### src/rtl/tx_dsp_pkg.sv
// Shared constants and helpers for the Tx upsampling chain:
// halfband taps, CIC defaults and the output round/saturate step.
package tx_dsp_pkg;

  localparam int HB_TAPS  = 7;
  localparam int HB_COEF [HB_TAPS] = '{-1, 0, 9, 16, 9, 0, -1};
  localparam int HB_SHIFT = 4;
  localparam int HB_RND   = 1 <<< (HB_SHIFT - 1);

  localparam int CIC_N_DEF = 3;
  localparam int CIC_R_DEF = 4;
  localparam int CIC_W_DEF = 17;

  // Round half up by 2^shift, then clamp to a signed out_w-bit range.
  function automatic int round_sat(input int v, input int shift, input int out_w);
    int r;
    int hi;
    int lo;
    r  = (v + (1 <<< (shift - 1))) >>> shift;
    hi = (1 <<< (out_w - 1)) - 1;
    lo = -(1 <<< (out_w - 1));
    if (r > hi) return hi;
    if (r < lo) return lo;
    return r;
  endfunction

endpackage

### src/rtl/cic_interp_core.sv
// CIC interpolator x CIC_R: combs at the halfband rate, zero-stuffing,
// integrators at clk_8, then gain removal with rounding and saturation.
module cic_interp_core
  import tx_dsp_pkg::*;
#(
  parameter int HB_W  = 11,
  parameter int OUT_W = 12,
  parameter int CIC_N = CIC_N_DEF,
  parameter int CIC_R = CIC_R_DEF,
  parameter int CIC_W = CIC_W_DEF,
  parameter int PH_W  = 3
) (
  input  logic                    clk_8,
  input  logic                    rst_n,
  input  logic [PH_W-1:0]         ph,
  input  logic signed [HB_W-1:0]  hb_in,
  output logic signed [OUT_W-1:0] out_data
);

  localparam int GAIN_SHIFT = (CIC_N - 1) * $clog2(CIC_R);
  localparam logic [PH_W-1:0] PH_COMB_A = PH_W'(1);
  localparam logic [PH_W-1:0] PH_COMB_B = PH_W'(CIC_R + 1);
  localparam logic [PH_W-1:0] PH_U_A    = PH_W'(2);
  localparam logic [PH_W-1:0] PH_U_B    = PH_W'(CIC_R + 2);

  logic signed [CIC_W-1:0] comb_prev [CIC_N];
  logic signed [CIC_W-1:0] comb_in_next [CIC_N];
  logic signed [CIC_W-1:0] comb_next;
  logic signed [CIC_W-1:0] comb_out;
  logic signed [CIC_W-1:0] integ [CIC_N];
  logic signed [CIC_W-1:0] u;
  logic                    comb_en;
  logic                    u_en;

  always_comb begin
    logic signed [CIC_W-1:0] d;
    comb_en = (ph == PH_COMB_A) || (ph == PH_COMB_B);
    u_en    = (ph == PH_U_A) || (ph == PH_U_B);
    d       = CIC_W'(hb_in);
    for (int k = 0; k < CIC_N; k++) begin
      comb_in_next[k] = d;
      d = d - comb_prev[k];
    end
    comb_next = d;
    // Zero-stuffing: the comb result appears for one cycle out of CIC_R.
    u = u_en ? comb_out : '0;
  end

  always_ff @(posedge clk_8 or negedge rst_n) begin
    if (!rst_n) begin
      for (int k = 0; k < CIC_N; k++) begin
        comb_prev[k] <= '0;
        integ[k]     <= '0;
      end
      comb_out <= '0;
      out_data <= '0;
    end else begin
      if (comb_en) begin
        for (int k = 0; k < CIC_N; k++) comb_prev[k] <= comb_in_next[k];
        comb_out <= comb_next;
      end
      // Integrators wrap modulo 2^CIC_W; the combs undo the wrap exactly.
      integ[0] <= integ[0] + u;
      for (int k = 1; k < CIC_N; k++) integ[k] <= integ[k] + integ[k-1];
      out_data <= OUT_W'(round_sat(int'(integ[CIC_N-1]), GAIN_SHIFT, OUT_W));
    end
  end

endmodule

### src/rtl/interpolation_tx.sv
// Tx x8 upsampler: phase counter, input delay line, polyphase halfband x2,
// followed by the CIC x4 core. Everything runs on clk_8.
module interpolation_tx
  import tx_dsp_pkg::*;
#(
  parameter int IN_W  = 10,
  parameter int OUT_W = 12,
  parameter int CIC_N = CIC_N_DEF,
  parameter int CIC_R = CIC_R_DEF,
  parameter int CIC_W = CIC_W_DEF
) (
  input  logic                    rst_n,
  input  logic                    clk_8,
  input  logic signed [IN_W-1:0]  in_data,
  input  logic                    in_valid,
  output logic                    in_ready,
  output logic signed [OUT_W-1:0] out_data,
  output logic                    out_valid,
  output logic                    underflow
);

  localparam int PERIOD = 2 * CIC_R;
  localparam int PH_W   = $clog2(PERIOD);
  localparam int HB_W   = IN_W + 1;
  // Accept edge -> x2 (two periods) -> branch A -> CIC pipeline -> out_data.
  localparam int VALID_LAT = 2 * PERIOD + 1 + CIC_N + 2;
  localparam int LAT_W     = $clog2(VALID_LAT + 1);
  localparam logic [PH_W-1:0] PH_LAST = PH_W'(PERIOD - 1);
  localparam logic [PH_W-1:0] PH_A    = '0;
  localparam logic [PH_W-1:0] PH_B    = PH_W'(CIC_R);

  logic [PH_W-1:0]        ph;
  logic signed [IN_W-1:0] x [4];
  logic signed [HB_W-1:0] hb_out;
  logic signed [HB_W-1:0] hb_a;
  logic signed [HB_W-1:0] hb_b;
  logic                   accept_slot;
  logic                   started;
  logic [LAT_W-1:0]       lat_cnt;

  assign accept_slot = (ph == PH_LAST);
  assign in_ready    = accept_slot;

  always_comb begin
    hb_a = HB_W'((HB_COEF[3] * int'(x[2]) + HB_RND) >>> HB_SHIFT);
    hb_b = HB_W'((HB_COEF[0] * int'(x[0]) + HB_COEF[2] * int'(x[1]) +
                  HB_COEF[4] * int'(x[2]) + HB_COEF[6] * int'(x[3]) + HB_RND) >>> HB_SHIFT);
  end

  always_ff @(posedge clk_8 or negedge rst_n) begin
    if (!rst_n) begin
      ph     <= '0;
      hb_out <= '0;
      for (int k = 0; k < 4; k++) x[k] <= '0;
    end else begin
      ph <= accept_slot ? '0 : ph + 1'b1;
      if (accept_slot) begin
        for (int k = 3; k > 0; k--) x[k] <= x[k-1];
        // A missing sample becomes a zero so the output rate never stalls.
        x[0] <= in_valid ? in_data : '0;
      end
      if (ph == PH_A) hb_out <= hb_a;
      else if (ph == PH_B) hb_out <= hb_b;
    end
  end

  always_ff @(posedge clk_8 or negedge rst_n) begin
    if (!rst_n) begin
      started   <= 1'b0;
      lat_cnt   <= '0;
      out_valid <= 1'b0;
      underflow <= 1'b0;
    end else begin
      if (accept_slot && !in_valid) underflow <= 1'b1;
      if (!started) begin
        if (accept_slot && in_valid) begin
          started <= 1'b1;
          lat_cnt <= '0;
        end
      end else if (!out_valid) begin
        lat_cnt <= lat_cnt + 1'b1;
        if (lat_cnt == LAT_W'(VALID_LAT)) out_valid <= 1'b1;
      end
    end
  end

  cic_interp_core #(
    .HB_W (HB_W),
    .OUT_W(OUT_W),
    .CIC_N(CIC_N),
    .CIC_R(CIC_R),
    .CIC_W(CIC_W),
    .PH_W (PH_W)
  ) u_cic (
    .clk_8   (clk_8),
    .rst_n   (rst_n),
    .ph      (ph),
    .hb_in   (hb_out),
    .out_data(out_data)
  );

endmodule

### config.mk
export PLATFORM = sky130hd
export DESIGN_NAME = interpolation_tx
export DESIGN_NICKNAME = d
export VERILOG_FILES = /design/src/rtl/tx_dsp_pkg.sv /design/src/rtl/cic_interp_core.sv /design/src/rtl/interpolation_tx.sv
export SDC_FILE = /design/constraint.sdc
export NUM_CORES = 1
export LEC_CHECK = 0
export BUFFER_PORTS_ARGS = -buffer_cell sky130_fd_sc_hd__buf_2
export CORE_MARGIN = 10
export CORE_UTILIZATION = 64
export DETAILED_ROUTE_END_ITERATION = 7
export MAX_ROUTING_LAYER = met4
export PLACE_DENSITY = 0.81
export SLEW_MARGIN = 10
export SYNTH_ARGS = -nofsm -noshare
export SYNTH_HDL_FRONTEND = slang
export SYNTH_SLANG_ARGS = --single-unit
### constraint.sdc
create_clock -name clk_8 -period 6.9 [get_ports clk_8]
set_input_delay 0.69 -clock clk_8 [delete_from_list [all_inputs] [get_ports clk_8]]
set_output_delay 0.69 -clock clk_8 [all_outputs]
set_load 0.01 [all_outputs]
==> impl_results.md, run 1 <==
- Worst-path clk slew: approximately 70 ps
- DIE AREA: around 0.026 mm^2
- Max-slew violations: 0
- Ys async rst share: 100%
- Ports: 28
- Pin count of the biggest net entering global routing: between 80 and 90
- CP max stage delay: 400 ps
- Final wirelength: 24300 um
- PortBufs: 27
- Mapped cell area: ~0.013 mm^2
- Crit path capture: u_cic.comb_out[16]$_DFFE_PN0P_
- Fin. Hold Viols: 0
- Root Driver: clkbuf_16
- Detailed Place HPWL: ~18000 um
- Fin worst setup slack: approximately 1200 ps
- GR Overflow Total: 0
- Netlist cell types: 65
- Final nets: 1562
- Register area: 0.00455 mm^2
- Type of the worst min-delay path: primary input to async pin
- Mapped Nets: around 1500
- Worst setup path start: hb_out[0]$_DFFE_PN0P_
- Routed via count: about 9000
- CTS resizes: 0
- Average size of a mapped cell: approximately 9.7 um^2
- Via density: approximately 5.7
- CTS tree: built
- Number of buffers created by CTS: 17
- Standard-cell rows: 51
- Synth area leaders: dfrtp_1, ha_1, fa_1
- Top cell type's share of synthesized area: 35.5%
- CP Launch Type: flop
- Via count of the first global-routing pass: 9363
- Residual DRC count: 0
- Maximum fanout along the worst path: 6
- Crit path kind: flop to flop
- EDFF count, synth: 0
- TritonRoute pass-1 iters: 5
- Clock tree buffer depth: 2
- Final ANT Viol Nets: 0
- Reg-to-reg critical path startpoint: hb_out[0]$_DFFE_PN0P_
- CTS Hold Bufs: 0
- Worst setup EP type: flop
- Status: complete, no violations
- Final Skew: 11.3 ps
- CP bufs+invs: 2
- Total Routing Usage GR: approximately a fifth
- Fin crit period: 5680 ps
- Area delta synth->final: 7.61%
- Initial Utilization: between 60% and 70%
- Die H: roughly 160 um
- R2R Path End: u_cic.comb_out[16]$_DFFE_PN0P_
- Diode count: 0
- First-pass GRT wire length: 42800 um
- RSZ-0062 raised after global routing: no
- Critical Path RT: approximately 7000 ps
- Seq cells post-synth: 182
- Post-synthesis sequential area ratio: a little over a third
- Inst Count DP: 1592
- H-tree depth: 4
- Worst-skew pair later-pin latency: 440 ps
- Layout Cells excl Fill: 1621
- Die width: around 160 um
- Yosys top cell by area: dfrtp_1
- Fin Setup TNS: 0 ps
- Syn Inst Count: 1323
- CP Depth: 26
- Register-to-register setup slack: about 1200 ps
- Post-synth top cells: dfrtp_1, inv_1, ha_1, nand2_1, o21ai_0
- Core Area: 0.0196 mm^2
- Worst rel slew slack: approximately a third
- Postcts setup bufs: 0
- Starting DRT DRC Count: 490
- Post-synth top flop: dfrtp_1
- Share of cells above drive strength 1: around 8.1%
- Setup Viol. Count Final: 0
- Final GP Congestion: ~0.83
- Crit share post-route: between 80 and 90%
- Initial antenna violation count: 0
- Area occupied by multi-input gates: around 0.0075 mm^2
- Most common cell in the netlist: dfrtp_1
- R2r worst-path depth: 26
- Max Freq: 176 MHz
- Pre-CTS setup slack: around 1400 ps
- Critical path's slowest cell: fa_1
- Crit path arrival time: approximately 6000 ps
- Yosys warning count: 0
- Wire per inst: roughly 15 um
- Clock sinks: between 150 and 200
- Slew at the pin closest to its max-slew limit: about 1000 ps
- Layout fillers: 1448
- Top delay family on crit path: compound AO/OA/AOI/OAI gates
- Max_cap viols: 0
[stage by stage]
stage | utilization [%] | area [um^2] | hold WS, ps
after floorplan | - | 12800 | 394
after global placement | 67.5 | 13200 | 437
after detailed placement | 67.5 | 13200 | 441
after CTS | 70.4 | 13800 | 333
after global routing | 70.4 | 13800 | 362
final | 70.4 | 13800 | 287
[cell usage in the layout, fill, tap and decap left out, types with 4 or more instances in the layout]
cell type	n
a21oi_2	8
o21bai_1	9
a221oi_1	4
o21ai_1	8
o21ai_0	81
xnor2_1	51
or4_1	4
clkbuf_16	17
nand4_1	7
buf_2	26
mux2i_1	8
and2_1	22
fa_1	46
xor2_1	28
a41o_1	5
a21o_1	34
nor2_1	74
nor2b_1	25
a21oi_1	67
a31oi_1	8
mux2_2	30
o21a_1	26
o211ai_1	5
nand3_1	28
nor3_1	19
a21boi_1	4
dfrtp_1	182
inv_1	180
o221ai_1	5
a211oi_1	9
buf_4	4
and3_1	11
nand2b_1	16
ha_1	155
nand2_1	84
[per-layer routing]
layer | GRT usage (%) | part of all wire, %
met2 | 34.8 | 52
met5 | - | 0
met3 | 2.67 | 2.4
met1 | 23.2 | 44
met4 | 7.49 | 2.4
[state kept, by name (all words and copies together), names as in the netlist]
signal and cells:
u_cic.comb_prev 40, u_cic.comb_out 17, ph 3, started 1
hb_out 11, lat_cnt 5, underflow 1, x 40
out_valid 1, u_cic.out_data 12, u_cic.integ 51
[worst min path at each step]
stage / endpoint / slack, ps / depth (start not counted)
final: u_cic.out_data[0]$_DFF_PN0_ / 290 / 1
after global routing: u_cic.out_data[0]$_DFF_PN0_ / 360 / 1
after CTS: u_cic.out_data[0]$_DFF_PN0_ / 330 / 1
after detailed placement: underflow$_DFFE_PN0P_ / 440 / 1
after global placement: underflow$_DFFE_PN0P_ / 440 / 1
after floorplan: hb_out[0]$_DFFE_PN0P_ / 390 / 0
[final cells by class]
class,count,area share (%)
tap,265,2.40
clock inverter,11,0.925
sequential,182,33.0
inverter,180,4.90
multi-input combinational,934,54.3
timing repair buffer,31,1.26
clock buffer,18,3.18
[cells by family (layout without fill, tap and decap cells)]
logic type | Yosys count | count (layout) | synth area share (%)
compound gates | 307 | 307 | 15.6
simple gates | 307 | 307 | 11.7
buf+inv | 207 | 240 | 6.06
fa+ha+maj | 203 | 203 | 22.5
flops | 182 | 182 | 35.5
xor+xnor | 79 | 79 | 5.40
mux | 38 | 38 | 3.26
Power of run 1 is not shown: default switching activity piles up to over one toggle a cycle in this logic, so the estimate is an artifact.
==> run 2, diff against run 1 <==
- clock period: 6.9 -> 5.64 ns (I/O delays scaled with it)
==> run 2 against run 1 <==
  * Register-to-register slack got worse by 800 ps
  * Worst setup slack lost 800 ps
  * Sequential share of layout area fell by 0.11 points
  * Flip-flop and latch count unchanged
  * First-iteration DRC count decreased by 5.1%
  * Clock-buffer cell count up 1
  * Cell area up 0.35%
  * Critical path type unchanged
  * Non-clock buffer count grew 3
  * Final cell count rose by 0.31%
  * Via count is 0.86% lower
==> impl_results.md, run 2 (same netlist as run 1, synthesis figures left out) <==
- Biggest regs: u_cic.integ x51, u_cic.comb_prev x40, x x40 (unchanged)
- CTS Hold Bufs: 0 (unchanged)
- Initial antenna violation count: 0 (unchanged)
- Status: complete, no violations (unchanged)
- Fin. Hold Viols: 0 (unchanged)
- Initial Utilization: 65.4% (unchanged)
- H-tree depth: 4 (unchanged)
- Number of buffers created by CTS: 17 (unchanged)
- Setup Viol. Count Final: 0 (unchanged)
- Total Routing Usage GR: 19.5% (was 20.0%)
- First-pass GRT wire length: 41600 um (was 42800 um)
- Clock sinks: 182 (unchanged)
- Crit path kind: flop to flop (unchanged)
- Final nets: 1565 (was 1562)
- Grt met2 use: 33.7% (was 34.8%)
- Ports: 28 (unchanged)
- Residual DRC count: 0 (unchanged)
- Commonest cells after routing, fill and taps aside: dfrtp_1, inv_1, ha_1 (unchanged)
- Core Area: 0.0196 mm^2 (unchanged)
- Worst setup EP type: flop (unchanged)
- Inst Count DP: 1592 (unchanged)
- Detailed Place HPWL: 17800 um (about the same)
- RSZ-0062 raised after global routing: no (unchanged)
- Max_cap viols: 0 (unchanged)
- Pin count of the biggest net entering global routing: 82 (was 88)
- CP Launch Type: flop (unchanged)
- Layout Cells excl Fill: 1626 (was 1621)
- Max Freq: 191 MHz (was 176 MHz)
- Number of flip-flops under the largest register name: 51 (unchanged)
- Diode count: 0 (unchanged)
- Type of the worst min-delay path: primary input to async pin (unchanged)
- Final Skew: 7.75 ps (was 11.3 ps)
- Slew at the pin closest to its max-slew limit: 929 ps (was 999 ps)
- TritonRoute pass-1 iters: 4 (was 5)
- Worst rel slew slack: 37.9% (was 33.2%)
- PortBufs: 27 (unchanged)
- DIE AREA: 0.0261 mm^2 (unchanged)
- Area delta synth->final: 7.98% (was 7.61%)
- Wire per inst: 14.7 um (was 15.0 um)
- Clock tree buffer depth: 2 (unchanged)
- Die width: 162 um (unchanged)
- Busiest grt layer: met2 (unchanged)
- Fin crit period: 5220 ps (was 5680 ps)
- Crit share post-route: 92.6% (was 82.4%)
- Biggest register: u_cic.integ (unchanged)
- Fin Setup TNS: 0 ps (unchanged)
- Via count of the first global-routing pass: 9139 (was 9363)
- Final ANT Viol Nets: 0 (unchanged)
- Final wirelength: 23900 um (was 24300 um)
- Final GP Congestion: 0.847 (was 0.831)
- Max-slew violations: 0 (unchanged)
- CTS tree: built (unchanged)
- Crit path arrival time: 5520 ps (was 5980 ps)
- Maximum fanout along the worst path: 6 (unchanged)
- Worst-path clk slew: 70 ps (about the same)
- Via density: 5.59 (was 5.66)
- Root Driver: clkbuf_16 (unchanged)
- Met1 GRT Util: 22.9% (was 23.2%)
- Routed via count: 9088 (was 9167)
- Critical Path RT: 5930 ps (was 7190 ps)
- GR Overflow Total: 0 (unchanged)
- Commonest non-fill, non-tap cell in the layout: dfrtp_1 (unchanged)
- Starting DRT DRC Count: 465 (was 490)
- Die H: 162 um (unchanged)
- Share of cells above drive strength 1: 8.74% (was 8.11%)
- Worst-skew pair later-pin latency: 430 ps (was 440 ps)
- Standard-cell rows: 51 (unchanged)
- Met3 Track Usage GR: 3.13% (was 2.67%)
==> run 2: cell types whose count changed in the layout (fill, tap and decap cells not counted), sizes merged <==
| cell | previous run | this run |
|---|---|---|
| clkbuf | 19 | 20 |
| clkinv | 4 | 3 |
| bufinv | 2 | 1 |
| inv | 182 | 185 |
| buf | 30 | 33 |
==> run 2: routing by layer <==
layer  up-vias  share of wire, %
li1       4570                 -
met1      4380                44
met2        98                52
met3        40               2.0
met4         0               2.2
met5         -                 0
==> run 2: metrics by stage <==
step	cell area [um^2]	util, %	setup slack (ps)	hold WS [ps]
floorplan	12800	-	578	268
global placement	13200	67.5	241	435
detailed placement	13200	67.5	128	447
CTS	13800	70.4	106	170
global route	13800	70.7	83.2	184
finish	13800	70.7	416	122
==> run 2: worst max-delay path, stage by stage, from the launching register on <==
cell	delay [ps]
dfrtp_1	370
inv_1	70
ha_1	170
inv_1	60
fa_1	390
a21o_1	200
a21oi_2	160
o21ai_0	130
a21oi_2	200
o21ai_0	130
xor2_1	230
ha_2	340
a21o_1	180
a41o_1	200
a22o_1	210
o21a_1	180
or3_1	320
and2_1	200
ha_4	300
a21o_1	110
a21oi_1	60
o21ai_1	220
mux2i_1	110
nor3_1	180
o311ai_1	140
nand3_1	110
o221ai_1	110
==> run 2: what timing repair did <==
item                                    4_1_cts  5_1_grt
endpoints found under the setup margin        0        2
resized for setup                             0        7
buffers inserted                              0        3
==> run 2: final cells by class <==
cell class | instances | area, um^2
Fill cell | 1444 | 5750
Tap cell | 265 | 332
Inverter | 180 | 676
Sequential cell | 182 | 4550
Clock inverter | 12 | 121
Clock buffer | 19 | 443
Timing Repair Buffer | 34 | 196
Multi-Input combinational cell | 934 | 7520
==> run 2: worst paths after layout <==
| path | from | endpoint | slack (ps) | depth (start not counted) |
|---|---|---|---|---|
| max | hb_out[0]$_DFFE_PN0P_ | u_cic.comb_out[16]$_DFFE_PN0P_ | 420 | 26 |
| min | rst_n | u_cic.out_data[6]$_DFF_PN0_ | 120 | 1 |
| max reg2reg | hb_out[0]$_DFFE_PN0P_ | u_cic.comb_out[16]$_DFFE_PN0P_ | 420 | 26 |
| min reg2reg | underflow$_DFFE_PN0P_ | underflow$_DFFE_PN0P_ | 470 | 1 |
| max in group asynchronous | rst_n | x[1]$_DFFE_PN0P_ | 4270 | 2 |
| min in group clk_8 | in_data[8] | x[38]$_DFFE_PN0P_ | 370 | 3 |
Power of run 2 is left out for the same reason.
==> run 3, diff against run 2 <==
- BUFFER_PORTS_ARGS: -buffer_cell sky130_fd_sc_hd__buf_2 -> unset
- CORE_UTILIZATION: 64 -> 65
- DONT_BUFFER_PORTS: unset -> 1
==> run 3 against run 2 <==
  * Cell area fell by 0.98%
  * Via count is 0.52% lower
  * Clock-buffer cell count is the same
  * Non-clock buffer count fell by 29
  * Utilization down 0.23 points
  * Critical endpoint unchanged
  * Fmax is 1.9% lower
  * Highest routed layer unchanged
==> impl_results.md, run 3 (same netlist as run 1, synthesis figures left out) <==
- Initial antenna violation count: 0 (unchanged)
- Crit share post-route: 94.4% (was 92.6%)
- Biggest regs: u_cic.integ x51, u_cic.comb_prev x40, x x40 (unchanged)
- Fin crit period: 5330 ps (was 5220 ps)
- Final core occ: 70.4% (was 70.7%)
- Final nets: 1536 (was 1565)
- Commonest cells after routing, fill and taps aside: dfrtp_1, inv_1, ha_1 (unchanged)
- Critical Path RT: 5920 ps (was 5930 ps)
- Fin Setup TNS: 0 ps (unchanged)
- First-pass GRT wire length: 41400 um (was 41600 um)
- TritonRoute pass-1 iters: 5 (was 4)
- Die H: 160 um (was 162 um)
- Residual DRC count: 0 (unchanged)
- Worst setup EP type: flop (unchanged)
- Worst-path clk slew: 70 ps (about the same)
- Standard-cell rows: 51 (unchanged)
- Commonest non-fill, non-tap cell in the layout: dfrtp_1 (unchanged)
- Diode count: 0 (unchanged)
- Hold_ws: 89.5 ps (was 122 ps)
- Max-slew violations: 0 (unchanged)
- Type of the worst min-delay path: primary input to async pin (unchanged)
- Biggest register: u_cic.integ (unchanged)
- CP Launch Type: flop (unchanged)
- Routed via count: 9041 (was 9088)
- Initial Utilization: 65.9% (was 65.4%)
- Number of buffers created by CTS: 17 (unchanged)
- Worst-skew pair later-pin latency: 440 ps (was 430 ps)
- Via density: 5.66 (was 5.59)
- Slew at the pin closest to its max-slew limit: 1020 ps (was 929 ps)
- Ports: 28 (unchanged)
- Root Driver: clkbuf_16 (unchanged)
- Crit path kind: flop to flop (unchanged)
- CTS tree: built (unchanged)
- Share of cells above drive strength 1: 6.98% (was 8.74%)
- Final instance area: 0.0137 mm^2 (was 0.0138 mm^2)
- Placed Instance Area: 0.0131 mm^2 (was 0.0132 mm^2)
- Total Routing Usage GR: 19.4% (was 19.5%)
- Detailed Place HPWL: 17300 um (was 17800 um)
- Final GP Congestion: 0.833 (was 0.847)
- Final ANT Viol Nets: 0 (unchanged)
- Fin. Hold Viols: 0 (unchanged)
- PortBufs: 0 (was 27)
- Final Skew: 14.7 ps (was 7.75 ps)
- Maximum fanout along the worst path: 6 (unchanged)
- Final wirelength: 23900 um (about the same)
- Status: complete, no violations (unchanged)
- Pin count of the biggest net entering global routing: 183 (was 82)
- GR Overflow Total: 0 (unchanged)
- Max_cap viols: 0 (unchanged)
- Area delta synth->final: 6.93% (was 7.98%)
- Worst rel slew slack: 32.1% (was 37.9%)
- Clock tree buffer depth: 2 (unchanged)
- Number of flip-flops under the largest register name: 51 (unchanged)
- Die width: 160 um (was 162 um)
- Core Area: 0.0195 mm^2 (was 0.0196 mm^2)
- DIE AREA: 0.0257 mm^2 (was 0.0261 mm^2)
- Via count of the first global-routing pass: 9318 (was 9139)
- Crit path arrival time: 5600 ps (was 5520 ps)
- Clock sinks: 182 (unchanged)
- Starting DRT DRC Count: 391 (was 465)
- Setup Viol. Count Final: 0 (unchanged)
- H-tree depth: 4 (unchanged)
- Max Freq: 188 MHz (was 191 MHz)
- Wire per inst: 14.9 um (was 14.7 um)
run 3: timing repair:
action / 4_1_cts / 5_1_grt
resized for setup: 0 / 9
hold buffers: 1 / 0
buffers inserted: 0 / 1
endpoints found under the hold margin: 182 / 0
endpoints found under the setup margin: 0 / 1
run 3: final timing paths:
path	start	endpoint	slack [ps]	depth (start not counted)
setup / recovery	hb_out[0]$_DFFE_PN0P_	u_cic.comb_out[16]$_DFFE_PN0P_	310	26
hold / removal	rst_n	u_cic.out_data[1]$_DFF_PN0_	90	1
setup reg to reg	hb_out[0]$_DFFE_PN0P_	u_cic.comb_out[16]$_DFFE_PN0P_	310	26
hold reg to reg	x[36]$_DFFE_PN0P_	x[26]$_DFFE_PN0P_	490	2
max in group asynchronous	rst_n	x[16]$_DFFE_PN0P_	4700	1
min in group clk_8	in_valid	x[30]$_DFFE_PN0P_	270	2
run 3: metrics by stage:
step | cells | setup WS (ps)
after global placement | 1564 | 355
after global routing | 1598 | -58.2
after CTS | 1597 | 152
final | 1598 | 314
after detailed placement | 1564 | 175
after floorplan | 1323 | 578
run 3: layout make-up:
class	count	area, um^2
multi-input combinational	934	7520
fill	1445	5750
sequential	182	4550
inverter	180	676
clock buffer	19	443
tap	265	332
clock inverter	13	124
timing repair buffer	5	57.6
run 3: critical path, cell delays in order (launching register included):
cell and delay, ps:
dfrtp_1 380, inv_1 80, ha_1 180, inv_1 60, fa_1 410, a21o_1 210, a21oi_2 180, o21ai_0 100
a21oi_1 190, o21ai_0 140, xor2_1 230, ha_2 350, a21o_1 190, a41o_1 200, a22o_1 210, o21a_1 190
or3_1 320, and2_1 170, ha_2 290, a21o_1 170, a21oi_2 150, o21ai_2 80, mux2i_1 140, nor3_2 200
o311ai_2 130, nand3_1 110, o221ai_1 120
run 3: layer usage:
| layer | GRT usage, % | share of wire (%) |
|---|---|---|
| met2 | 34.1 | 52 |
| met3 | 2.76 | 2.3 |
| met1 | 22.2 | 44 |
| met5 | - | 0 |
| met4 | 6.64 | 2.2 |
Power of run 3 is left out for the same reason.
